===== config.mk =====
export PLATFORM = sky130hd
export DESIGN_NAME = craps_game_ctrl
export DESIGN_NICKNAME = d
export VERILOG_FILES = /design/src/rtl/craps_game_ctrl.sv
export SDC_FILE = /design/constraint.sdc
export NUM_CORES = 1
export LEC_CHECK = 0
export CAP_MARGIN = 20
export CORE_ASPECT_RATIO = 1.4
export CORE_MARGIN = 5
export CORE_UTILIZATION = 30
export CTS_CLUSTER_SIZE = 25
export DETAILED_ROUTE_END_ITERATION = 6
export PLACE_DENSITY = 0.54
export SYNTH_ARGS = -nofsm -noshare
export SYNTH_HDL_FRONTEND = slang
export SYNTH_SLANG_ARGS = --single-unit

===== constraint.sdc =====
create_clock -name clock -period 2.8 [get_ports clock]
set_input_delay 0.42 -clock clock [delete_from_list [all_inputs] [get_ports clock]]
set_output_delay 0.42 -clock clock [all_outputs]
set_load 0.01 [all_outputs]

===== src/rtl/craps_game_ctrl.sv =====
// craps_game_ctrl: synchronizes the roll button, detects the throw on release and
// scores the two dice through the come-out / point game rules.
`default_nettype none

module craps_game_ctrl #(
  parameter int SYNC_STAGES = 2,
  parameter int COUNT_MAX   = 99
) (
  input  logic       clock,
  input  logic       reset,
  input  logic       roll_btn,
  input  logic [2:0] die1,
  input  logic [2:0] die2,
  output logic       dice_enable,
  output logic [3:0] sum,
  output logic [3:0] point,
  output logic [1:0] state,
  output logic       win,
  output logic       lose,
  output logic       new_roll,
  output logic       roll_err,
  output logic [6:0] roll_count
);

  typedef enum logic [1:0] {
    COMEOUT = 2'd0,
    POINT   = 2'd1,
    WIN     = 2'd2,
    LOSE    = 2'd3
  } game_state_t;

  game_state_t state_q, state_d;

  logic [SYNC_STAGES-1:0] sync_q;
  logic                   btn_s;
  logic                   btn_q;
  logic                   strobe;
  logic [3:0]             sum_q, sum_d;
  logic [3:0]             point_q, point_d;
  logic [3:0]             roll_sum;
  logic [6:0]             count_q, count_d, count_inc;
  logic                   new_roll_q, new_roll_d;
  logic                   err_q, err_d;
  logic                   die_bad;

  assign btn_s     = sync_q[SYNC_STAGES-1];
  assign strobe    = btn_q & ~btn_s;
  assign roll_sum  = {1'b0, die1} + {1'b0, die2};
  assign die_bad   = (die1 == 3'd0) || (die1 == 3'd7) || (die2 == 3'd0) || (die2 == 3'd7);
  assign count_inc = (count_q >= 7'(COUNT_MAX)) ? count_q : count_q + 7'd1;

  always_ff @(posedge clock) begin
    if (reset) begin
      sync_q     <= '0;
      btn_q      <= 1'b0;
      state_q    <= COMEOUT;
      sum_q      <= 4'd0;
      point_q    <= 4'd0;
      count_q    <= 7'd0;
      new_roll_q <= 1'b0;
      err_q      <= 1'b0;
    end else begin
      sync_q     <= {sync_q[SYNC_STAGES-2:0], roll_btn};
      btn_q      <= btn_s;
      state_q    <= state_d;
      sum_q      <= sum_d;
      point_q    <= point_d;
      count_q    <= count_d;
      new_roll_q <= new_roll_d;
      err_q      <= err_d;
    end
  end

  always_comb begin
    state_d    = state_q;
    sum_d      = sum_q;
    point_d    = point_q;
    count_d    = count_q;
    new_roll_d = 1'b0;
    err_d      = 1'b0;
    if (strobe) begin
      if (die_bad) begin
        err_d = 1'b1;
      end else begin
        new_roll_d = 1'b1;
        sum_d      = roll_sum;
        if (state_q == POINT) begin
          count_d = count_inc;
          if (roll_sum == point_q) begin
            state_d = WIN;
          end else if (roll_sum == 4'd7) begin
            state_d = LOSE;
          end
        end else begin
          // A throw after WIN/LOSE is the come-out roll of a fresh game.
          count_d = (state_q == COMEOUT) ? count_inc : 7'd1;
          point_d = 4'd0;
          case (roll_sum)
            4'd7, 4'd11:       state_d = WIN;
            4'd2, 4'd3, 4'd12: state_d = LOSE;
            default: begin
              state_d = POINT;
              point_d = roll_sum;
            end
          endcase
        end
      end
    end
  end

  assign dice_enable = btn_s;
  assign sum         = sum_q;
  assign point       = point_q;
  assign state       = state_q;
  assign win         = (state_q == WIN);
  assign lose        = (state_q == LOSE);
  assign new_roll    = new_roll_q;
  assign roll_err    = err_q;
  assign roll_count  = count_q;

endmodule

`default_nettype wire


==> results of run 1 <==
-- final cells by class --
cell class | instances | area share, %
well taps | 45 | 3.28
clock inverters | 1 | 1.75
inverters | 6 | 1.31
multi-input cells | 113 | 46.3
clock buffers | 3 | 2.41
flip-flops and latches | 22 | 25.7
repair buffers | 34 | 19.3
-- final timing paths --
check	startpoint	to	slack (ps)	cells after the start
worst max-delay path	die2[0]	state[1]$_SDFFE_PP0P_	300	7
worst min-delay path	sync_q[0]$_SDFF_PP0_	sync_q[1]$_SDFF_PP0_	440	1
worst max register to register	roll_count[0]$_SDFFE_PP0P_	roll_count[2]$_SDFFE_PP0P_	1080	6
worst min register to register	sync_q[0]$_SDFF_PP0_	sync_q[1]$_SDFF_PP0_	440	1
-- synth_stat cells (2+ instances only) --
master                     instances  area share, %
sky130_fd_sc_hd__dfxtp_1          22             34
sky130_fd_sc_hd__nand2_1          15            4.4
sky130_fd_sc_hd__a21oi_1          11            4.3
sky130_fd_sc_hd__nor2_1           11            3.2
sky130_fd_sc_hd__inv_1             6            1.7
sky130_fd_sc_hd__nor2b_1           6            2.9
sky130_fd_sc_hd__o21ai_0           5            1.9
sky130_fd_sc_hd__a211oi_1          4            2.3
sky130_fd_sc_hd__clkbuf_1          4            1.2
sky130_fd_sc_hd__ha_1              4            3.9
sky130_fd_sc_hd__nand3_1           4            1.6
sky130_fd_sc_hd__nand4_1           4            1.9
sky130_fd_sc_hd__nor3_1            4            1.6
sky130_fd_sc_hd__and2_1            3            1.5
sky130_fd_sc_hd__buf_2             3            1.2
sky130_fd_sc_hd__o211a_1           3            2.3
sky130_fd_sc_hd__o32ai_1           3            2.0
sky130_fd_sc_hd__or3_1             3            1.5
sky130_fd_sc_hd__xnor2_1           3            2.0
sky130_fd_sc_hd__xor2_1            3            2.0
sky130_fd_sc_hd__a211oi_2          2            1.9
sky130_fd_sc_hd__a41oi_1           2            1.4
sky130_fd_sc_hd__mux2i_1           2            1.6
-- power groups by stage --
stage                     registers (mW)  logic (mW)  clock network [mW]
after floorplan                    0.331      0.0905                   0
after global placement             0.329       0.135                   0
after detailed placement           0.329       0.138                   0
after CTS                          0.322       0.138               0.303
after global routing               0.323       0.150               0.313
final                              0.322       0.137               0.295
-- metal layers --
metal	part of all wire, %	wire length [um]
met2	49	1570
met4	2.5	79
met3	6.3	202
met5	0	0
met1	42	1360
-- critical path, cell delays in order --
cell and delay (ps):
sky130_fd_sc_hd__clkdlybuf4s50_1 510, sky130_fd_sc_hd__ha_1 240, sky130_fd_sc_hd__fa_1 580, sky130_fd_sc_hd__xor2_1 220, sky130_fd_sc_hd__o31a_1 320, sky130_fd_sc_hd__a211oi_2 240, sky130_fd_sc_hd__o311a_1 190
-- flip-flops by register name (all words and copies together) (netlist names) --
signal / cells
state: 2
point: 4
btn_q: 1
sum: 4
sync_q: 2
roll_err: 1
roll_count: 7
new_roll: 1
-- cells in the final DEF, fill, tap and decap left out, drive strengths merged, types with 6 or more instances in the layout --
cell and count:
clkdlybuf4s50 30, nor2 11, a21oi 11, nand2 15, a211oi 6, inv 6, nor2b 6, dfxtp 22
-- cells by family (layout without fill, tap and decap cells) --
kind of cell               after synthesis  count (layout)  synth area share (%)
DFF                                     22              22                  34.1
xor gates and xnor gates                 7               7                  5.33
and+or+nand+nor                         60              60                  26.2
adders and majority gates                5               5                  5.43
buffers and inverters                   14              44                  4.46
AOI/OAI and AO/OA                       38              38                  22.1
muxes                                    3               3                  2.42
==> Flow_metrics.wiki, run 1 <==
{| class="wikitable"
! Metric !! Value
|-
| Synth Instances || 149
|-
| Sequential share of power || ~43%
|-
| IR drop worst, VDD || 183 uV
|-
| Multi-input logic area || 793 um2
|-
| Total number of vias || roughly 1200
|-
| Register bit count reported by yosys || 22
|-
| Post-route setup slack || between 200 and 300 ps
|-
| Vias per cell || 5.47
|-
| Power per cell area || 440 mW/mm2
|-
| Total gr overflow || 0
|-
| DP Wirelength || 2580 um
|-
| Clock input transition at the sequential cells of the worst setup and hold paths || ~80 ps
|-
| Antenna Diode Count || 0
|-
| Unrepaired setup endpoints after global routing || no
|-
| Number of warnings reported in the yosys synthesis log || 0
|-
| Post CTS Setup Buffer Count || 0
|-
| Met1 layer usage reported by global route || 13.5%
|-
| First-pass DRT Iterations || 4
|-
| Root buf cell || sky130_fd_sc_hd__clkbuf_8
|-
| Post-route cell area || 0.00171 mm2
|-
| Share of synthesized registers carrying an async set or reset || 0%
|-
| Mean routed wirelength per cell || about 14 um
|-
| Ports || 31
|-
| Worst setup SP type || input port
|-
| Wire length of the first global-routing pass || about 5400 um
|-
| Sequential cell area || 440 um2
|-
| Number of failing hold endpoints at the final stage || 0
|-
| Critical path arrival || 2720 ps
|-
| Worst Setup End Kind || flop
|-
| Chip height || 87.6 um
|-
| Total number of H-tree levels || 1
|-
| EDFF count, synth || 0
|-
| Number of failing setup endpoints in the final timing report || 0
|-
| Met2 Track Usage GR || 20.6%
|-
| Relative max-transition margin || 62.9%
|-
| Clock power frac || 39.1%
|-
| Latest clock arrival within the worst-skew pair || 260 ps
|-
| Number of max-capacitance violations reported || 0
|-
| Worst clock skew on the final layout || 6.50 ps
|-
| Core box area || around 0.0042 mm2
|-
| Clock buffer count from CTS || 3
|-
| Die boundary width || 65.4 um
|-
| Post-layout nets || 194
|-
| Instance area after placement || 0.00164 mm2
|-
| Synth unique cells || 45
|-
| Crit path required time || 3010 ps
|-
| Final hold slack || 441 ps
|-
| Row cnt || 28
|-
| Min Clock Period, post-route || 2500 ps
|-
| DRT iter0 DRCs || 111
|-
| Sink count of the clock tree || 22
|-
| Port Buffer Count || 30
|-
| Syn Area/Cell || 8.67 um2
|-
| Proportion of layout cells with a drive suffix above 1 || 10.6%
|-
| Initial antenna violation count || 0
|-
| Register area share after synthesis || 34.1%
|-
| Category of the most critical setup path || in2reg
|-
| Total standard cell area after synthesis || 0.00129 mm2
|-
| Hold/Removal Path Class || reg2reg
|-
| Starting density of the core || 30.7%
|-
| Post-detailed-route count of antenna-violating nets || 0
|-
| Core utilization of the finished layout || between 40% and 50%
|-
| Share of the clock period used by the worst path || approximately nine tenths
|-
| Internal power summed over all cells || approximately 570 uW
|-
| Run status || completed
|-
| Number of global-route vias before repair || approximately 1200
|-
| DR DRC count || 0
|-
| Logic gate share of total power || between 15 and 20%
|-
| Crit path max fanout || 10
|-
| Post-cts gate resize count || 0
|-
| Setup TNS after final layout || 0 ps
|-
| Layer with the highest usage || met2
|-
| Pin count of the biggest net entering global routing || 14
|-
| Grt met3 use || 2.44%
|-
| Maximum achievable frequency || 399 MHz
|-
| Clock tree from TritonCTS || yes
|-
| Area grow syn2layout || 32.8%
|-
| Total Die Area || 0.00573 mm2
|-
| Transition time at the pin with the least slew margin || 553 ps
|-
| Switching component of the power || 182 uW
|-
| Routed Wire Length || roughly 3200 um
|-
| Weighted congestion reported at the end of routability-driven placement || 0.850
|-
| Final standard cell count with taps included and fillers excluded || 224
|-
| Pins Over Slew Limit || 0
|-
| Predominant post-synthesis flop cell || sky130_fd_sc_hd__dfxtp_1
|-
| Net count of the mapped netlist || 163
|-
| Filler cells || roughly 440
|-
| Total Power Consumption || approximately 750 uW
|-
| Clock Path Buffers || 2
|-
| Overall routing resource usage || about an eighth
|-
| Placed Cells || 220
|-
| Number of buffers added to fix hold violations after cts || 0
|-
| Leak pwr || between 0.6 and 0.7 nW
|-
| Switching Share || 24.2%
|-
| Setup WS pre-CTS || 28.9 ps
|}
(Power assumes the default switching activity.)
==> run 2, diff against run 1 <==
- SLEW_MARGIN: not set -> 20
==> results of run 2 <==
Same layout as run 1: the final DEF is identical, and so are final timing and power.
